File: src/rtl/cache_arb_pkg.sv
// Shared types for the memory request scheduler: the arbitration FSM state encoding.
package cache_arb_pkg;

    typedef enum logic [1:0] {
        IDLE    = 2'd0,
        SERVE_I = 2'd1,
        SERVE_D = 2'd2
    } arb_state_t;

endpackage

File: src/rtl/mem_req_scheduler.sv
// Two-requester (I/D) scheduler onto one downstream memory port. D has priority on
// conflicts, but I is forced through after STARVE_LIMIT consecutive contested D grants.
module mem_req_scheduler
    import cache_arb_pkg::*;
#(
    parameter int unsigned STARVE_LIMIT = 4
) (
    input  logic         clk,
    input  logic         rst_n,
    input  logic         i_read,
    input  logic         i_write,
    input  logic [31:0]  i_addr,
    input  logic [255:0] i_wdata,
    output logic [255:0] i_rdata,
    output logic         i_resp,
    input  logic         d_read,
    input  logic         d_write,
    input  logic [31:0]  d_addr,
    input  logic [255:0] d_wdata,
    output logic [255:0] d_rdata,
    output logic         d_resp,
    output logic         pmem_read,
    output logic         pmem_write,
    output logic [31:0]  pmem_address,
    output logic [255:0] pmem_wdata,
    input  logic [255:0] pmem_rdata,
    input  logic         pmem_resp,
    output logic         busy,
    output logic         conflict
);

    localparam int unsigned CntWidth = $clog2(STARVE_LIMIT + 1);
    localparam logic [CntWidth-1:0] StarveMax = CntWidth'(STARVE_LIMIT);

    arb_state_t          state_q, state_d;
    logic [CntWidth-1:0] starve_cnt_q, starve_cnt_d;

    logic i_pend, d_pend;

    assign i_pend  = i_read | i_write;
    assign d_pend  = d_read | d_write;

    // Read data is broadcast to both sides; only the matching resp qualifies it.
    assign i_rdata = pmem_rdata;
    assign d_rdata = pmem_rdata;
    assign busy    = (state_q != IDLE);

    // State and starvation counter register with synchronous active-low reset.
    always_ff @(posedge clk) begin
        if (!rst_n) begin
            state_q      <= IDLE;
            starve_cnt_q <= '0;
        end else begin
            state_q      <= state_d;
            starve_cnt_q <= starve_cnt_d;
        end
    end

    // Grant decision in IDLE, command forwarding and completion while serving.
    always_comb begin
        state_d      = state_q;
        starve_cnt_d = starve_cnt_q;
        pmem_read    = 1'b0;
        pmem_write   = 1'b0;
        pmem_address = '0;
        pmem_wdata   = '0;
        i_resp       = 1'b0;
        d_resp       = 1'b0;
        conflict     = 1'b0;
        unique case (state_q)
            IDLE: begin
                // pmem_resp is deliberately ignored here.
                if (i_pend && d_pend) begin
                    // Gated so no conflict pulse is reported while reset is held.
                    conflict = rst_n;
                    if (starve_cnt_q >= StarveMax) begin
                        state_d      = SERVE_I;
                        starve_cnt_d = '0;
                    end else begin
                        // Below the limit, so the increment cannot pass StarveMax.
                        state_d      = SERVE_D;
                        starve_cnt_d = starve_cnt_q + 1'b1;
                    end
                end else if (d_pend) begin
                    state_d = SERVE_D;
                end else if (i_pend) begin
                    state_d      = SERVE_I;
                    starve_cnt_d = '0;
                end
            end
            SERVE_I: begin
                pmem_read    = i_read;
                pmem_write   = i_write;
                pmem_address = i_addr;
                pmem_wdata   = i_wdata;
                if (pmem_resp) begin
                    i_resp  = 1'b1;
                    state_d = IDLE;
                end
            end
            SERVE_D: begin
                pmem_read    = d_read;
                pmem_write   = d_write;
                pmem_address = d_addr;
                pmem_wdata   = d_wdata;
                if (pmem_resp) begin
                    d_resp  = 1'b1;
                    state_d = IDLE;
                end
            end
            default: state_d = IDLE;
        endcase
    end

endmodule

File: config.mk
export PLATFORM = sky130hd
export DESIGN_NAME = mem_req_scheduler
export DESIGN_NICKNAME = d
export VERILOG_FILES = /design/src/rtl/cache_arb_pkg.sv /design/src/rtl/mem_req_scheduler.sv
export SDC_FILE = /design/constraint.sdc
export NUM_CORES = 1
export LEC_CHECK = 0
export CORE_AREA = 2 2 637 639
export DETAILED_ROUTE_END_ITERATION = 8
export DIE_AREA = 0 0 639 641
export PLACE_DENSITY = 0.3
export SETUP_SLACK_MARGIN = 0.02
export SLEW_MARGIN = 20
export SYNTH_ARGS = -nofsm -noshare
export SYNTH_HDL_FRONTEND = slang
export SYNTH_SLANG_ARGS = --single-unit
File: constraint.sdc
create_clock -name clk -period 1.49 [get_ports clk]
set_input_delay 0.2235 -clock clk [delete_from_list [all_inputs] [get_ports clk]]
set_output_delay 0.2235 -clock clk [all_outputs]
set_load 0.05 [all_outputs]
==> results_tabular.tex, run 1 <==
\begin{tabular}{lr}
\hline
Metric & Value \\
\hline
\multicolumn{2}{l}{\textbf{Global routing}} \\
Total routing resource utilization after global routing & 13.5\% \\
Maximum number of pins on one net before global-route repair & 32 \\
Overflow left after global routing & 0 \\
Antenna violations before repair & 227 \\
First-pass GRT wire length & 319000 um \\
Via count of the first global-routing pass & 13400 \\
\multicolumn{2}{l}{\textbf{Drt}} \\
Routed WL & 291000 um \\
Topmost layer with routed signal wires & met5 \\
Detailed-route wire length on metal 1 & 92400 um \\
Average via count per standard cell & 1.93 \\
DRT Pass-1 Iters & 5 \\
DRC viols & 0 \\
Metal3 WL & 61100 um \\
Number of nets with antenna violations after routing & 0 \\
Starting DRC count in detailed routing & 867 \\
Average detailed-routed wire length per instance & 40.6 um \\
Met2 WL & 129000 um \\
Via Count & 13800 \\
\multicolumn{2}{l}{\textbf{Synth}} \\
Synth Area per Inst & 6.98 um\^{}2 \\
Syn nets & 2075 \\
Syn Std Cell Area & 8600 um\^{}2 \\
Post-Synthesis Cells & 1231 \\
Sequential share of the synthesized area & 1.16\% \\
Number of synthesized register bits & 5 \\
Number of warning messages in the yosys log & 0 \\
Synth unique cells & 25 \\
\multicolumn{2}{l}{\textbf{Critical path}} \\
Kind of end point of the critical path & output port \\
Critical path's largest stage delay & 0.51 ns \\
Critical path class & flip-flop to output port \\
Maximum fanout along the worst path & 6 \\
Critical path's most frequent cell & buf\_12 \\
Arrival time of the worst setup path & 2.17 ns \\
Sort of element at the start of the critical path & flip-flop \\
Slowest stage cell on the critical path & a22oi\_2 \\
Critical path data required time & 1.27 ns \\
Critical path, cell by cell & inv\_4 -> ha\_4 -> buf\_12 -> buf\_8 -> buf\_12 -> a22oi\_2 -> nor2b\_2 -> buf\_12 \\
Reg-to-reg slack, setup & -0.39 ns \\
\multicolumn{2}{l}{\textbf{STA}} \\
Post-route worst setup slack & -0.902 ns \\
Worst-margin pin slew & 0.914 ns \\
Number of failing setup endpoints in the final timing report & 296 \\
Headroom to the max-slew limit & 38.9\% \\
RSZ-0062 raised after global routing & true \\
Final hold violations & 0 \\
Min Tclk post-route & 2.39 ns \\
Final worst-path cycle share & 161\% \\
Upper clock frequency limit & 0.418 GHz \\
Worst clock skew & 0.00290 ns \\
Total negative slack for setup checks & -217.67 ns \\
Final Max Tran Viols & 0 \\
\multicolumn{2}{l}{\textbf{Placed design}} \\
Weighted congestion reported at the end of routability-driven placement & 0.886 \\
Dpl cells & 7001 \\
Pre-CTS setup slack & -1.04 ns \\
Placed wire-length estimate & 263000 um \\
Port buffer count & 876 \\
\multicolumn{2}{l}{\textbf{Cells and area}} \\
Commonest cells after routing, fill and taps aside & 575 x clkdlybuf4s50\_1, 389 x buf\_12, 281 x nor2b\_4, 206 x a22oi\_2, 109 x buf\_4 \\
Storage element area & 108 um\^{}2 \\
Fraction of final layout cells sized beyond drive strength 1 & 62.6\% \\
Number of inserted filler cells in the final layout & 46500 \\
Post-route insts no fill & 7157 \\
Nets & 2691 \\
Footprint of the multi-input gates & 7490 um\^{}2 \\
Synth-to-layout area growth & 265\% \\
Most common cell after layout, fill and taps aside & clkdlybuf4s50\_1 \\
\multicolumn{2}{l}{\textbf{CTS}} \\
Clock buffers created by TritonCTS & 3 \\
Sinks on Clock Net & 5 \\
CTS tree & yes \\
Clk Tree Root Cell & clkbuf\_16 \\
Number of H-tree branching levels & 1 \\
Number of hold buffers added after CTS & 0 \\
Later-pin clock latency in the skew report & 0.23 ns \\
Clock slew seen by the registers of the worst setup and hold paths & 0.04 ns \\
Clk buf depth & 2 \\
\multicolumn{2}{l}{\textbf{Floorplanning}} \\
Die Outline Area & 410000 um\^{}2 \\
Die height & 641 um \\
Initial standard-cell utilization of the core & 2.14\% \\
IO Pins & 1645 \\
Horiz. Die Dim & 639 um \\
Core area & 402000 um\^{}2 \\
Core Rows & 233 \\
\multicolumn{2}{l}{\textbf{Pwr}} \\
Total power density per cell area & 511 nW/um\^{}2 \\
Static Leak & 9.03 nW \\
Reg power frac & 1.0\% \\
Net switching power figure & 7.58 mW \\
Clock network fraction of design power & 2.8\% \\
Sw Ratio & 47.2\% \\
Maximum ir drop on the vdd rail & 348 uV \\
Cell internal power dissipation & 8.47 mW \\
Portion of total power attributed to combinational logic & 96.1\% \\
\multicolumn{2}{l}{\textbf{Worst hold path}} \\
Class of the tightest hold or removal check & input pin to output port \\
\multicolumn{2}{l}{\textbf{Flow run}} \\
Number of violations of the max-capacitance limit & 0 \\
\multicolumn{2}{l}{\textbf{Run status}} \\
Outcome & finished with violations \\
Violated checks & negative setup slack \\
\hline
\end{tabular}
-- cell usage after synthesis, drive strengths merged --
master,count,area [um^2]
nand2b,1,6.26
ha,5,62.6
a31oi,2,12.5
a21oi,2,10.0
a22oi,291,2180
inv,6,22.5
nand2,4,15.0
o221a,1,11.3
o2111ai,1,8.76
nor4,1,6.26
o21ai,1,8.76
nor3,1,5.00
nand3b,1,7.51
nor2,3,11.3
nand3,2,10.0
buf,558,4070
nor2b,291,1820
dfxtp,5,100
a2111o,1,11.3
or4b,1,10.0
clkbuf,50,188
or2,1,6.26
and2,2,12.5
-- cell families after synthesis --
logic type | count (synthesis) | synth area share, %
flip-flops | 5 | 1.16
AO/OA/AOI/OAI | 299 | 26.1
adder cells (fa/ha/maj) | 5 | 0.728
buffers and inverters | 614 | 49.7
AND/OR/NAND/NOR | 308 | 22.2
-- registers in the layout (all words and copies together), names as in the netlist --
| register | flops |
|---|---|
| starve_cnt_q | 3 |
| state_q | 2 |
-- cell type report --
| cell class | instances | area share [%] |
|---|---|---|
| repair buffers | 1219 | 54.2 |
| well taps | 5287 | 21.1 |
| inverters | 6 | 0.104 |
| flip-flops and latches | 5 | 0.343 |
| clock buffers | 4 | 0.251 |
| multi-input cells | 612 | 23.9 |
| diodes | 24 | 0.191 |
-- worst paths after layout --
check	startpoint	to	cells past startpoint
worst max-delay path	state_q[0]$_SDFFE_PN0P_	pmem_wdata[140]	8
worst min-delay path	pmem_rdata[103]	d_rdata[103]	0
worst max register to register	state_q[0]$_SDFFE_PN0P_	state_q[1]$_SDFFE_PN0P_	9
worst min register to register	starve_cnt_q[1]$_SDFFE_PN0P_	starve_cnt_q[1]$_SDFFE_PN0P_	2
-- metrics by stage --
step	util (%)	instance area (um^2)	total power, mW	hold slack, ns
2_1_floorplan	-	10100	8.11	0.416
3_3_place_gp	6.58	26500	11.8	0.448
3_5_place_dp	6.60	26500	11.8	0.448
4_1_cts	7.53	30300	15.7	0.448
5_1_grt	7.80	31400	16.7	0.447
6_report	7.81	31400	16.1	0.447
-- worst max-delay path, delay by kind of cell (launching register included) --
family / cells / cell delay [ns]
DFF: 1 / 0.37
and+or+nand+nor: 1 / 0.12
buffers and inverters: 5 / 0.68
adders and majority gates: 1 / 0.19
AOI/OAI and AO/OA: 1 / 0.51
-- routing by layer --
layer | GRT usage, % | vias up
li1 | - | 5006
met1 | 12.5 | 6212
met2 | 21.6 | 2030
met3 | 12.8 | 470
met4 | 2.05 | 86
met5 | 1.31 | -
-- power by group through the flow --
stage          Sequential [mW]  Clock [mW]  Combinational [mW]
5_1_grt                  0.165       0.462                16.1
2_1_floorplan            0.159           0                7.95
3_3_place_gp             0.166           0                11.6
3_5_place_dp             0.164           0                11.6
4_1_cts                  0.163       0.448                15.1
6_report                 0.165       0.455                15.4
-- timing repair --
action | 4_1_cts | 5_1_grt
resized for setup | 403 | 193
buffers inserted | 68 | 36
setup endpoints to repair | 296 | 297
pin swaps | 45 | 29
cloned | 42 | 21
(Power assumes the default switching activity.)
==> run 2: changes to the inputs <==
--- a/config.mk
+++ b/config.mk
@@ -5,6 +5,7 @@
 export SDC_FILE = /design/constraint.sdc
 export NUM_CORES = 1
 export LEC_CHECK = 0
+export ABC_AREA = 0
 export CORE_AREA = 2 2 637 639
 export DETAILED_ROUTE_END_ITERATION = 8
 export DIE_AREA = 0 0 639 641
==> results of run 2 <==
The final DEF is identical to that of run 1; final timing and power are the same.
